==> src/rtl/sramgen_sram_4096x8_arbiter.sv <==
// Two-port round-robin arbiter in front of a single-port SRAM macro with a 1-cycle read.
// An optional zero-fill sweep runs after reset. Each port has a hold register for read responses.
module sramgen_sram_4096x8_arbiter #(
  parameter int DATA_WIDTH     = 8,
  parameter int ADDR_WIDTH     = 12,
  parameter int RAM_DEPTH      = 1 << ADDR_WIDTH,
  parameter bit CLEAR_ON_RESET = 1'b1
) (
  input  logic                  clk,
  input  logic                  rst,
  output logic                  init_done,
  input  logic                  p0_req_valid,
  output logic                  p0_req_ready,
  input  logic                  p0_req_we,
  input  logic [ADDR_WIDTH-1:0] p0_req_addr,
  input  logic [DATA_WIDTH-1:0] p0_req_din,
  output logic                  p0_resp_valid,
  input  logic                  p0_resp_ready,
  output logic [DATA_WIDTH-1:0] p0_resp_dout,
  input  logic                  p1_req_valid,
  output logic                  p1_req_ready,
  input  logic                  p1_req_we,
  input  logic [ADDR_WIDTH-1:0] p1_req_addr,
  input  logic [DATA_WIDTH-1:0] p1_req_din,
  output logic                  p1_resp_valid,
  input  logic                  p1_resp_ready,
  output logic [DATA_WIDTH-1:0] p1_resp_dout,
  output logic                  sram_we,
  output logic                  sram_wmask,
  output logic [ADDR_WIDTH-1:0] sram_addr,
  output logic [DATA_WIDTH-1:0] sram_din,
  input  logic [DATA_WIDTH-1:0] sram_dout
);

  typedef enum logic {ST_CLEAR, ST_RUN} state_t;

  localparam logic [ADDR_WIDTH-1:0] CLR_LAST = ADDR_WIDTH'(RAM_DEPTH - 1);

  state_t                state_q, state_d;
  logic [ADDR_WIDTH-1:0] clr_cnt_q, clr_cnt_d;
  logic                  init_done_q, init_done_d;
  logic                  rr_ptr_q, rr_ptr_d;
  logic                  pend_q, pend_d;
  logic                  owner_q, owner_d;

  logic [1:0]            req_valid, req_we, resp_ready;
  logic [ADDR_WIDTH-1:0] req_addr [2];
  logic [DATA_WIDTH-1:0] req_din [2];
  logic [1:0]            pend_n, hold_valid, elig, grant, resp_valid;
  logic [DATA_WIDTH-1:0] resp_dout [2];
  logic                  run, gsel;

  assign req_valid   = {p1_req_valid, p0_req_valid};
  assign req_we      = {p1_req_we, p0_req_we};
  assign resp_ready  = {p1_resp_ready, p0_resp_ready};
  assign req_addr[0] = p0_req_addr;
  assign req_addr[1] = p1_req_addr;
  assign req_din[0]  = p0_req_din;
  assign req_din[1]  = p1_req_din;

  // No grants while reset is held, so every request-side output reads 0.
  assign run = (state_q == ST_RUN) && !rst;

  for (genvar gi = 0; gi < 2; gi++) begin : g_port
    logic                  hv_q, hv_d;
    logic [DATA_WIDTH-1:0] hold_q, hold_d;

    assign pend_n[gi]     = pend_q && (owner_q == 1'(gi));
    assign hold_valid[gi] = hv_q;
    // A read may only issue when the previous response leaves this cycle.
    assign elig[gi] = run && req_valid[gi] &&
                      (req_we[gi] || (!hv_q && !(pend_n[gi] && !resp_ready[gi])));
    assign resp_valid[gi] = pend_n[gi] || hv_q;
    // sram_dout is only looked at when a read is in flight for this port.
    assign resp_dout[gi]  = hv_q ? hold_q : (pend_n[gi] ? sram_dout : '0);

    always_comb begin
      hv_d   = hv_q;
      hold_d = hold_q;
      if (pend_n[gi] && !resp_ready[gi]) begin
        hv_d   = 1'b1;
        hold_d = sram_dout;
      end else if (hv_q && resp_ready[gi]) begin
        hv_d = 1'b0;
      end
    end

    always_ff @(posedge clk or posedge rst) begin
      if (rst) begin
        hv_q   <= 1'b0;
        hold_q <= '0;
      end else begin
        hv_q   <= hv_d;
        hold_q <= hold_d;
      end
    end
  end

  assign grant[0] = elig[0] && (!elig[1] || !rr_ptr_q);
  assign grant[1] = elig[1] && (!elig[0] ||  rr_ptr_q);
  assign gsel     = grant[1];

  always_comb begin
    state_d     = state_q;
    clr_cnt_d   = clr_cnt_q;
    init_done_d = init_done_q;
    rr_ptr_d    = rr_ptr_q;
    pend_d      = 1'b0;
    owner_d     = owner_q;
    sram_we     = 1'b0;
    sram_wmask  = 1'b0;
    sram_addr   = req_addr[gsel];
    sram_din    = req_din[gsel];
    case (state_q)
      ST_CLEAR: begin
        sram_we    = !rst;
        sram_wmask = !rst;
        sram_addr  = clr_cnt_q;
        sram_din   = '0;
        clr_cnt_d  = clr_cnt_q + 1'b1;
        if (clr_cnt_q == CLR_LAST) begin
          state_d     = ST_RUN;
          init_done_d = 1'b1;
        end
      end
      ST_RUN: begin
        if (|grant) begin
          rr_ptr_d   = !gsel;
          sram_we    = req_we[gsel];
          sram_wmask = req_we[gsel];
          if (!req_we[gsel]) begin
            pend_d  = 1'b1;
            owner_d = gsel;
          end
        end
      end
      default: state_d = ST_RUN;
    endcase
  end

  always_ff @(posedge clk or posedge rst) begin
    if (rst) begin
      state_q     <= CLEAR_ON_RESET ? ST_CLEAR : ST_RUN;
      clr_cnt_q   <= '0;
      init_done_q <= !CLEAR_ON_RESET;
      rr_ptr_q    <= 1'b0;
      pend_q      <= 1'b0;
      owner_q     <= 1'b0;
    end else begin
      state_q     <= state_d;
      clr_cnt_q   <= clr_cnt_d;
      init_done_q <= init_done_d;
      rr_ptr_q    <= rr_ptr_d;
      pend_q      <= pend_d;
      owner_q     <= owner_d;
    end
  end

  assign init_done     = init_done_q;
  assign p0_req_ready  = grant[0];
  assign p1_req_ready  = grant[1];
  assign p0_resp_valid = resp_valid[0];
  assign p1_resp_valid = resp_valid[1];
  assign p0_resp_dout  = resp_dout[0];
  assign p1_resp_dout  = resp_dout[1];

endmodule

==> config.mk <==
export PLATFORM = sky130hd
export DESIGN_NAME = sramgen_sram_4096x8_arbiter
export DESIGN_NICKNAME = d
export VERILOG_FILES = /design/src/rtl/sramgen_sram_4096x8_arbiter.sv
export SDC_FILE = /design/constraint.sdc
export NUM_CORES = 1
export LEC_CHECK = 0
export BUFFER_PORTS_ARGS = -buffer_cell sky130_fd_sc_hd__buf_2
export CAP_MARGIN = 15
export CORE_AREA = 4 4 71 73
export CTS_CLUSTER_DIAMETER = 150
export DETAILED_ROUTE_END_ITERATION = 7
export DIE_AREA = 0 0 75 77
export PLACE_DENSITY_LB_ADDON = 0.08
export SLEW_MARGIN = 15
export SYNTH_ARGS = -nofsm -noshare
export SYNTH_HDL_FRONTEND = slang
export SYNTH_SLANG_ARGS = --single-unit
==> constraint.sdc <==
create_clock -name clk -period 4.05 [get_ports clk]
set_input_delay 1.0125 -clock clk [delete_from_list [all_inputs] [get_ports clk]]
set_output_delay 1.0125 -clock clk [all_outputs]
set_load 0.05 [all_outputs]
==> results.md <==
- The flow ran to the end, and the final reports show no timing, DRC or antenna violations.
- The starting density of the core is 50.7%.
- The width of the die is between 70 and 80 um.
- The commonest cells after synthesis are 51 x sky130_fd_sc_hd__nand2_1, 35 x sky130_fd_sc_hd__dfrtp_1, 23 x sky130_fd_sc_hd__nand3_1, 23 x sky130_fd_sc_hd__o21ai_0, 17 x sky130_fd_sc_hd__mux2_2.
- After detailed routing, the average wire length per cell comes to 12.8 um.
- The count of placed standard cells including taps is 393.
- The number of cells produced by synthesis is 258.
- During I/O placement, the number of pins put on the boundary was 99.
- The number of hold buffers added after CTS was 0.
- The count of final setup violators is 0.
- In this run the vertical extent of the chip is 77 um.
- The maximum number of pins on one net before global-route repair is 36.
- The detailed router placed roughly 2100 vias in this run.
- For this run, the slowest stage of the critical path takes between 0.5 and 0.6 ns.
- The number of antenna violations at the first check in global routing is 0.
- The total power of the final layout is about 0.00064 W.
- The startpoint-to-endpoint class of the critical path is in2out.
- The area growth from synthesis to final layout is 25.9%.
- The synthesized design contains 0 enable-type register cells.
- The fraction of registers with async set or reset after synthesis is 100%.
- The number of antenna diodes in the final layout is 0.
- TritonCTS created 5 clock buffers.
- Along the worst path, the maximum fanout reaches 23.
- In the post-synthesis netlist, the biggest area contributors are sky130_fd_sc_hd__dfrtp_1 40%, sky130_fd_sc_hd__nand2_1 8.7%, sky130_fd_sc_hd__mux2_2 8.7%.
- Dividing the synthesized area by the synthesized cell count gives 8.55 um^2.
- The minimum clock period is approximately 3.7 ns.
- The detailed-route DRC error count is 0.
- The number of gates resized after CTS is 0.
- The final sum of negative setup slack is 0 ns.
- The net total in the final layout is about 410.
- Max-cap violations in this run came to 0.
- The most instantiated flip-flop cell in the synthesis netlist is sky130_fd_sc_hd__dfrtp_1.
- The final antenna-violating net count is 0.
- The achievable frequency is 270 MHz.
- Summing every instance area after synthesis gives 0.00221 mm^2.
- Walking the worst path, the cells encountered are buf_2 > or4b_4 > nand3_2 > nand2_2 > inv_2 > o221ai_1 > buf_2.
- The final RePlAce weighted congestion is 0.756.
- The synthesized design spends more area on one cell type than any other, namely sky130_fd_sc_hd__dfrtp_1.
- The number of failing hold endpoints at the final stage is 0.
- The library cell contributing the largest single delay on the critical path is sky130_fd_sc_hd__or4b_4.
- The worst clock skew is 0.00437 ns.
- The number of vias per cell after detailed routing is 5.22.
- The worst pin sits at a relative slew slack of 52.3%.
- The pre-antenna-repair detailed-routing pass consisted of 4 iterations.
- The number of pins exceeding their max-slew limit in the final report is 0.
- The area share of the largest cell type after synthesis is between 30% and 40%.
- For this run, the number of Yosys warnings is 0.
- The HPWL after detailed placement is a little under 4000 um.
- The power density normalized to cell area is between 200 and 250 mW/mm^2.
- The die covers 0.00578 mm^2.
- The number of distinct library cells after synthesis is 44.
- After layout, the worst path uses between 90 and 100% of the clock period.
- The number of clock sinks is 35.
- The flop and latch count out of synthesis is 35.
- The via count of the first global-routing pass was 1904.
- The area occupied by multi-input gates is 0.00118 mm^2.
- The category of the worst setup path capture point is a primary output.
- The setup fix buffers added after clock tree synthesis is 0.
- The proportion of layout cells with a drive suffix above 1 is 38.8%.
- TritonCTS built the clock tree.
- The largest vdd supply drop is between 0.09 and 0.1 mV.
- Summed over all layers, the routed wires come to 5120 um.
- The transition time of the tightest slew-check pin is 0.714 ns.
- Row generation in the floorplan step produced 24 rows.
- The depth of the CTS H-tree is 2.
- The required arrival time at the worst endpoint is between 3 and 4 ns.
- The launching element type of the critical path is an input port.
- The DRC violation total after the first TritonRoute iteration is 68.
- The signal arrival time at the worst endpoint is approximately 2.7 ns.
- In the global route stage, overall resource usage came out at 18.2%.
- The first global-routing pass estimated 8470 um of wire.
- The overall overflow remaining after global route is 0.
- The core box area is 0.00435 mm^2.
- By instance count, the cell type seen most on the critical path is sky130_fd_sc_hd__buf_2.
- The most repeated cell in the gate-level netlist after synthesis is sky130_fd_sc_hd__nand2_1.
- In this run the tool buffered the top-level ports with a little under 100 buffer cells.
- The leakage power is 1.39 nW.
- The fill cell total of the finished layout is a little under 400.
- Leaving out filler cells and counting taps, the final layout contains 400.
- The min-delay analysis places its worst path in the category reg2reg.
- Summing all flip-flop and latch instances after layout gives 876 um^2.
- The total nets after synthesis is 315.
- The tree is rooted in a sky130_fd_sc_hd__clkbuf_8.
- Setup repair after global routing left no endpoint under its margin.
- Clock-pin slew was measured on the worst setup and hold paths at 0.06 ns.
- Sequential elements use 39.7% of the synthesized area.
- Counting along the longest clock path gives a buffer depth of 2.
- The later-pin clock latency in the skew report is approximately 0.28 ns.
[cell usage in the layout, fill, tap and decap left out, types with 4 or more instances in the layout]
cell,n
sky130_fd_sc_hd__a21oi_1,10
sky130_fd_sc_hd__and3_1,4
sky130_fd_sc_hd__buf_2,98
sky130_fd_sc_hd__clkbuf_8,6
sky130_fd_sc_hd__dfrtp_1,35
sky130_fd_sc_hd__inv_1,14
sky130_fd_sc_hd__mux2_2,17
sky130_fd_sc_hd__nand2_1,51
sky130_fd_sc_hd__nand3_1,23
sky130_fd_sc_hd__nor2_1,4
sky130_fd_sc_hd__nor2b_1,7
sky130_fd_sc_hd__o21ai_0,23
sky130_fd_sc_hd__o221ai_1,11
sky130_fd_sc_hd__xnor2_1,11
[path summary, 6_finish.rpt]
check                      cells after the start                  start  slack, ns                              end
setup reg to reg                               3    owner_q$_DFFE_PP0P_       1.88  g_port[0].hold_q[4]$_DFFE_PP0P_
min in group asynchronous                      3                    rst       0.86              owner_q$_DFFE_PP0P_
hold / removal                                 1  init_done$_DFFE_PP0P_       0.48            init_done$_DFFE_PP0P_
setup / recovery                               7          p0_resp_ready       0.35                     sram_addr[0]
max in group asynchronous                      3                    rst       2.88        clr_cnt_q[10]$_DFFE_PP0N_
hold reg to reg                                1  init_done$_DFFE_PP0P_       0.48            init_done$_DFFE_PP0P_
[state kept, by name (all words and copies together) (netlist names)]
name and cells:
g_port.hold_q 16, clr_cnt_q 12, g_port.hv_q 2, init_done 1
owner_q 1, pend_q 1, rr_ptr_q 1, state_q 1
[cell families after synthesis]
logic type | count (synthesis) | share of synthesized area, %
simple gates | 108 | 24.8
mux | 17 | 8.67
xor+xnor | 11 | 4.36
fa+ha+maj | 1 | 0.567
flops | 35 | 39.7
buf+inv | 34 | 6.97
compound gates | 52 | 14.9
[critical path, delay by kind of cell]
family	cells	cell delay, ns
AND/OR/NAND/NOR	3	0.98
AO/OA/AOI/OAI	1	0.16
buffers and inverters	3	0.53
[metal layers]
layer / vias up / GRT usage [%] / part of all wire [%]
li1: 1075 / - / -
met1: 933 / 23.7 / 46
met2: 71 / 29.9 / 46
met3: 7 / 3.79 / 7.6
met4: 0 / 5.34 / 1.3
met5: - / 0 / 0
[power breakdown]
group	total (W)	switching [W]	leakage [nW]	internal (W)
combinational	0.0000471	0.0000244	0.869	0.0000228
sequential	0.000350	0	0.475	0.000350
clock	0.000247	0.000114	0.0470	0.000133
[area by class of cell]
| cell class | count | area share [%] |
|---|---|---|
| clock buffer | 6 | 2.97 |
| inverter | 16 | 2.16 |
| tap | 52 | 2.34 |
| timing repair buffer | 101 | 18.5 |
| multi-input combinational | 189 | 42.4 |
| clock inverter | 1 | 0.180 |
| sequential | 35 | 31.5 |
[metrics by stage]
| step | setup slack, ns | utilization [%] | hold WS [ns] | cell area, um^2 |
|---|---|---|---|---|
| after detailed placement | 0.357 | 61.8 | 0.464 | 2690 |
| after global placement | 0.390 | 61.8 | 0.457 | 2690 |
| after floorplan | 0.253 | - | 0.465 | 2210 |
| after CTS | 0.347 | 63.8 | 0.487 | 2780 |
| final | 0.351 | 63.8 | 0.483 | 2780 |
| after global routing | 0.209 | 63.8 | 0.520 | 2780 |
(Power assumes the default switching activity.)
